`config.mk`:
```
export PLATFORM = sky130hd
export DESIGN_NAME = stereo_matrix_gain
export DESIGN_NICKNAME = d
export VERILOG_FILES = /design/src/rtl/stereo_matrix_gain.sv
export SDC_FILE = /design/constraint.sdc
export NUM_CORES = 1
export LEC_CHECK = 0
export CELL_PAD_IN_SITES_DETAIL_PLACEMENT = 1
export CELL_PAD_IN_SITES_GLOBAL_PLACEMENT = 2
export CORE_ASPECT_RATIO = 0.6
export CORE_MARGIN = 2
export CORE_UTILIZATION = 39
export DETAILED_ROUTE_END_ITERATION = 12
export GPL_TIMING_DRIVEN = 0
export HOLD_SLACK_MARGIN = 0.02
export PLACE_DENSITY = 0.95
export SYNTH_ARGS = -nofsm -noshare
export SYNTH_HDL_FRONTEND = slang
export SYNTH_SLANG_ARGS = --single-unit
```
`constraint.sdc`:
```
create_clock -name clock -period 10.65 [get_ports clock]
set_input_delay 1.5975 -clock clock [delete_from_list [all_inputs] [get_ports clock]]
set_output_delay 1.5975 -clock clock [all_outputs]
set_load 0.005 [all_outputs]
```
`src/rtl/stereo_matrix_gain.sv`:
```
// Stereo matrix front end: forms saturated L+R / L-R and scales each path
// by k/2^FRAC with two serial shift-add multipliers running in lockstep.
module stereo_matrix_gain #(
  parameter int DW    = 18,
  parameter int KW    = 4,
  parameter int FRAC  = 3,
  parameter int ROUND = 1
) (
  input  logic                 clock,
  input  logic                 reset,
  input  logic                 in_valid,
  output logic                 in_ready,
  input  logic signed [DW-1:0] left,
  input  logic signed [DW-1:0] right,
  input  logic [KW-1:0]        ks,
  input  logic [KW-1:0]        kd,
  output logic                 out_valid,
  output logic signed [DW-1:0] lpr,
  output logic signed [DW-1:0] lmr,
  output logic                 sat_lpr,
  output logic                 sat_lmr
);

  localparam int AW = DW + KW + 1;
  localparam int CW = (KW > 1) ? $clog2(KW) : 1;

  localparam logic signed [DW-1:0] MAXD = {1'b0, {(DW-1){1'b1}}};
  localparam logic signed [DW-1:0] MIND = {1'b1, {(DW-1){1'b0}}};
  localparam logic signed [AW-1:0] MAXA = {{(AW-DW){1'b0}}, MAXD};
  localparam logic signed [AW-1:0] MINA = {{(AW-DW){1'b1}}, MIND};
  // Half an output LSB, added before the floor shift to round toward +inf.
  localparam logic signed [AW-1:0] RND =
    (ROUND != 0 && FRAC > 0) ? (AW'(1) << ((FRAC > 0) ? FRAC - 1 : 0)) : '0;

  typedef enum logic [1:0] {IDLE, MIX, MULT, SCALE} state_t;

  state_t                state_q, state_d;
  logic                  in_ready_q, in_ready_d;
  logic signed [DW-1:0]  left_q, left_d, right_q, right_d;
  logic [KW-1:0]         ks_q, ks_d, kd_q, kd_d;
  logic signed [DW-1:0]  mix_s_q, mix_s_d, mix_d_q, mix_d_d;
  logic                  msat_s_q, msat_s_d, msat_d_q, msat_d_d;
  logic signed [AW-1:0]  acc_s_q, acc_s_d, acc_d_q, acc_d_d;
  logic [CW-1:0]         cnt_q, cnt_d;
  logic signed [DW-1:0]  lpr_q, lpr_d, lmr_q, lmr_d;
  logic                  out_valid_q, out_valid_d;
  logic                  sat_lpr_q, sat_lpr_d, sat_lmr_q, sat_lmr_d;

  logic signed [DW:0]    sum_w, dif_w;
  logic signed [AW-1:0]  mix_s_ext, mix_d_ext;
  logic signed [AW-1:0]  rnd_s, rnd_d, shf_s, shf_d;

  function automatic logic [DW:0] mix_sat(input logic signed [DW:0] v);
    if (v[DW] != v[DW-1]) return {1'b1, (v[DW] ? MIND : MAXD)};
    return {1'b0, v[DW-1:0]};
  endfunction

  function automatic logic [DW:0] out_sat(input logic signed [AW-1:0] v);
    if (v > MAXA) return {1'b1, MAXD};
    if (v < MINA) return {1'b1, MIND};
    return {1'b0, v[DW-1:0]};
  endfunction

  assign sum_w     = {left_q[DW-1], left_q} + {right_q[DW-1], right_q};
  assign dif_w     = {left_q[DW-1], left_q} - {right_q[DW-1], right_q};
  assign mix_s_ext = {{(AW-DW){mix_s_q[DW-1]}}, mix_s_q};
  assign mix_d_ext = {{(AW-DW){mix_d_q[DW-1]}}, mix_d_q};
  assign rnd_s     = acc_s_q + RND;
  assign rnd_d     = acc_d_q + RND;
  assign shf_s     = rnd_s >>> FRAC;
  assign shf_d     = rnd_d >>> FRAC;

  always_comb begin
    state_d     = state_q;
    in_ready_d  = in_ready_q;
    left_d      = left_q;
    right_d     = right_q;
    ks_d        = ks_q;
    kd_d        = kd_q;
    mix_s_d     = mix_s_q;
    mix_d_d     = mix_d_q;
    msat_s_d    = msat_s_q;
    msat_d_d    = msat_d_q;
    acc_s_d     = acc_s_q;
    acc_d_d     = acc_d_q;
    cnt_d       = cnt_q;
    lpr_d       = lpr_q;
    lmr_d       = lmr_q;
    out_valid_d = 1'b0;
    sat_lpr_d   = sat_lpr_q;
    sat_lmr_d   = sat_lmr_q;
    case (state_q)
      IDLE: begin
        if (in_valid) begin
          left_d     = left;
          right_d    = right;
          ks_d       = ks;
          kd_d       = kd;
          in_ready_d = 1'b0;
          state_d    = MIX;
        end
      end
      MIX: begin
        {msat_s_d, mix_s_d} = mix_sat(sum_w);
        {msat_d_d, mix_d_d} = mix_sat(dif_w);
        acc_s_d = '0;
        acc_d_d = '0;
        cnt_d   = '0;
        state_d = MULT;
      end
      MULT: begin
        // One gain bit per cycle, LSB first.
        acc_s_d = acc_s_q + (ks_q[cnt_q] ? (mix_s_ext <<< cnt_q) : '0);
        acc_d_d = acc_d_q + (kd_q[cnt_q] ? (mix_d_ext <<< cnt_q) : '0);
        cnt_d   = cnt_q + CW'(1);
        if (cnt_q == CW'(KW - 1)) state_d = SCALE;
      end
      SCALE: begin
        {sat_lpr_d, lpr_d} = out_sat(shf_s);
        {sat_lmr_d, lmr_d} = out_sat(shf_d);
        sat_lpr_d   = sat_lpr_d | msat_s_q;
        sat_lmr_d   = sat_lmr_d | msat_d_q;
        out_valid_d = 1'b1;
        in_ready_d  = 1'b1;
        state_d     = IDLE;
      end
      default: begin
        in_ready_d = 1'b1;
        state_d    = IDLE;
      end
    endcase
  end

  always_ff @(posedge clock) begin
    if (reset) begin
      state_q     <= IDLE;
      in_ready_q  <= 1'b1;
      left_q      <= '0;
      right_q     <= '0;
      ks_q        <= '0;
      kd_q        <= '0;
      mix_s_q     <= '0;
      mix_d_q     <= '0;
      msat_s_q    <= 1'b0;
      msat_d_q    <= 1'b0;
      acc_s_q     <= '0;
      acc_d_q     <= '0;
      cnt_q       <= '0;
      lpr_q       <= '0;
      lmr_q       <= '0;
      out_valid_q <= 1'b0;
      sat_lpr_q   <= 1'b0;
      sat_lmr_q   <= 1'b0;
    end else begin
      state_q     <= state_d;
      in_ready_q  <= in_ready_d;
      left_q      <= left_d;
      right_q     <= right_d;
      ks_q        <= ks_d;
      kd_q        <= kd_d;
      mix_s_q     <= mix_s_d;
      mix_d_q     <= mix_d_d;
      msat_s_q    <= msat_s_d;
      msat_d_q    <= msat_d_d;
      acc_s_q     <= acc_s_d;
      acc_d_q     <= acc_d_d;
      cnt_q       <= cnt_d;
      lpr_q       <= lpr_d;
      lmr_q       <= lmr_d;
      out_valid_q <= out_valid_d;
      sat_lpr_q   <= sat_lpr_d;
      sat_lmr_q   <= sat_lmr_d;
    end
  end

  assign in_ready  = in_ready_q;
  assign out_valid = out_valid_q;
  assign lpr       = lpr_q;
  assign lmr       = lmr_q;
  assign sat_lpr   = sat_lpr_q;
  assign sat_lmr   = sat_lmr_q;

endmodule

```
==> reports/results.txt <==
Top FF cell, synth -> dfxtp_1
Drt via density -> 5.71
Max Cap Viol -> 0
Final setup vio count -> 0
PwrDens -> 209 nW/um^2
Area Growth Syn to Fin -> 15.7%
Headroom to the max-slew limit -> 26.1%
Worst-case clock buffer depth -> 2
Worst path arrival time -> 6.04 ns
Largest net degree at the start of global routing -> 17
Max VDD drop -> 132 uV
Worst hold path type -> flip-flop to flip-flop
Leading area contributor after synthesis -> dfxtp_1
Slew @ Worst Pin -> 1.10 ns
First-pass GRT wire length -> 64800 um
GRT overflow -> 0
TritonRoute pass-1 iters -> 5
Hold Buf Count CTS -> 0
# DRC -> 0
Antenna Cells -> 0
Num rows -> 49
Reg2reg path depth -> 14
Status -> complete, no violations
Yosys top cell area share -> 28.5%
Core Box Area -> 30200 sq um
Post-CTS Setup Bufs -> 0
TritonCTS Buffers -> 17
LEAKAGE -> 5.28 nW
F_max -> 0.175 GHz
Top post-synthesis cells by area -> dfxtp_1 28%, ha_1 9.0%, nand2_1 5.6%, mux4_2 5.6%, a21oi_1 5.5%
Setup crit start kind -> flip-flop
Worst-path fanout max -> 10
Register bit total from synthesis -> 172
Ys async rst share -> 0%
Total track usage -> 25.6%
Overall power -> 2.93 mW
WHS Endpoint -> lmr[0]$_SDFFE_PP0P_
Slew Viols, Final -> 0
Share of cells above drive strength 1 -> 6.94%
Fin crit share -> 53.5%
CP Data Required Time -> 10.98 ns
RSZ-0062 raised after global routing -> no
Min-delay src -> lmr[0]$_SDFFE_PP0P_
Crit. Startpoint -> cnt_q[0]$_SDFFE_PP0P_
Most common cell in the netlist -> nand2_1
Post-Synthesis Cells -> 1498
Final net count -> 1741
Clock sink count -> 172
Clock slew at the register clock pins of the worst setup and hold paths -> 0.07 ns
H-tree depth -> 4
Syn. warnings -> 0
Vias in the first global route -> 11500
DIE AREA -> 32500 sq um
Cts repair resizes -> 0
Tmin final -> 5.70 ns
Post-Syn Area per Cell -> 8.07 sq um
IO Pins -> 87
Starting Density -> 40.0%
DP Wirelength -> 32100 um
Seq/Total Area, Yosys -> 28.5%
Mapped Area -> 12100 sq um
Root Driver -> clkbuf_16
Hold Path Depth -> 2
Antenna Violating Nets Remaining -> 0
Cell variety after synth -> 74
Total Wirelength -> 40700 um
Wire per inst -> 20.2 um
Skew final -> 0.0128 ns
Commonest cells in the netlist -> 181 x nand2_1, 172 x dfxtp_1, 164 x nor2_1
Fillers -> 3657
Critical R2R Capture -> acc_d_q[21]$_SDFFE_PP0P_
Layout Utilization -> 46.3%
Die Height -> 140 um
Post-synth EDFFs -> 0
Initial antenna violation count -> 0
Final GP Congestion -> 0.921
Final Hold Fails -> 0
Setup TNS -> 0 ns
R2R setup slack -> 4.95 ns
Die width -> 231 um
CP Capture Type -> flip-flop
DRT iter0 DRCs -> 950
TritonCTS clock tree -> yes
Syn nets -> 1636
Clock Latency Late Sink -> 0.46 ns
Crit Path Class -> flip-flop to flip-flop
Port bufs -> 86
Via Count -> 11500
Reg-to-Reg Start -> cnt_q[0]$_SDFFE_PP0P_
==> cell families after synthesis <==
family	after synthesis	share of synthesized area (%)
buffers and inverters	143	4.69
and+or+nand+nor	534	20.4
DFF	172	28.5
adders and majority gates	109	11.2
AOI/OAI and AO/OA	406	21.9
xor gates and xnor gates	95	6.88
muxes	39	6.36
==> registers in the layout, summed over array words and instances (netlist names), 2 cells and up <==
name / cells
mix_s_q: 18
lmr: 18
state_q: 2
right_q: 18
kd_q: 4
cnt_q: 2
ks_q: 4
left_q: 18
acc_d_q: 23
mix_d_q: 18
acc_s_q: 23
lpr: 18
==> report_power, final <==
part           switching [mW]  total [mW]  internal (mW)
sequential              0.131       0.886          0.754
clock                   0.278       0.606          0.327
combinational           0.898        1.44          0.541
==> cell usage in the layout, fill, tap and decap left out, drive strengths merged, types with 20 or more instances in the layout <==
cell and n:
nand2 182, dfxtp 172, nor2 164, a21oi 135
clkbuf 88, ha 87, clkdlybuf4s50 86, o21ai 62
xnor2 55, inv 53, a211oi 45, nor2b 42
xor2 40, nand3 32, mux4 30, nor3 23
o211ai 20, buf 20
==> cell type report <==
cell class	count	area, sq um	area share (%)
multi-input combinational	1183	8080	57.7
sequential	172	3440	24.6
timing repair buffer	86	861	6.15
tap	408	510	3.65
clock buffer	20	457	3.26
buffer	88	360	2.58
inverter	55	206	1.48
clock inverter	9	73.8	0.528
==> worst max path at each step <==
stage	endpoint	slack, ns	depth (start not counted)
after floorplan	acc_d_q[21]$_SDFFE_PP0P_	6.35	14
after global routing	acc_d_q[21]$_SDFFE_PP0P_	4.59	14
after CTS	acc_d_q[21]$_SDFFE_PP0P_	5.06	14
final	acc_d_q[21]$_SDFFE_PP0P_	4.95	14
after detailed placement	acc_d_q[21]$_SDFFE_PP0P_	5.09	14
after global placement	acc_d_q[21]$_SDFFE_PP0P_	5.12	14
==> critical path, stage by stage, from the launching register on <==
cell and delay [ns]:
dfxtp_1 0.50, buf_1 0.67, buf_1 0.76, mux4_2 0.59
nor2b_1 0.15, ha_1 0.37, o21a_1 0.17, a2111oi_0 0.67
o31ai_1 0.26, o31ai_1 0.47, o21ai_1 0.23, a211o_1 0.31
a21oi_1 0.19, xor2_1 0.17, o21ai_1 0.07
==> per-stage QoR <==
stage / setup slack (ns) / instances / hold WS (ns) / cell area, sq um
6_report: 4.95 / 2021 / 0.456 / 14000
5_1_grt: 4.59 / 2021 / 0.474 / 14000
4_1_cts: 5.06 / 2021 / 0.461 / 14000
3_5_place_dp: 5.09 / 1992 / 0.451 / 13500
3_3_place_gp: 5.12 / 1992 / 0.442 / 13500
2_1_floorplan: 6.35 / 1498 / 0.433 / 12100
==> metal layers <==
layer | wire length (um) | vias to the layer above | track usage, %
li1 | - | 5556 | -
met1 | 20800 | 5688 | 38.0
met2 | 16600 | 254 | 36.6
met3 | 2700 | 36 | 6.19
met4 | 607 | 0 | 6.18
met5 | 0 | - | 0.298
Power figures use the tool's default switching activity.
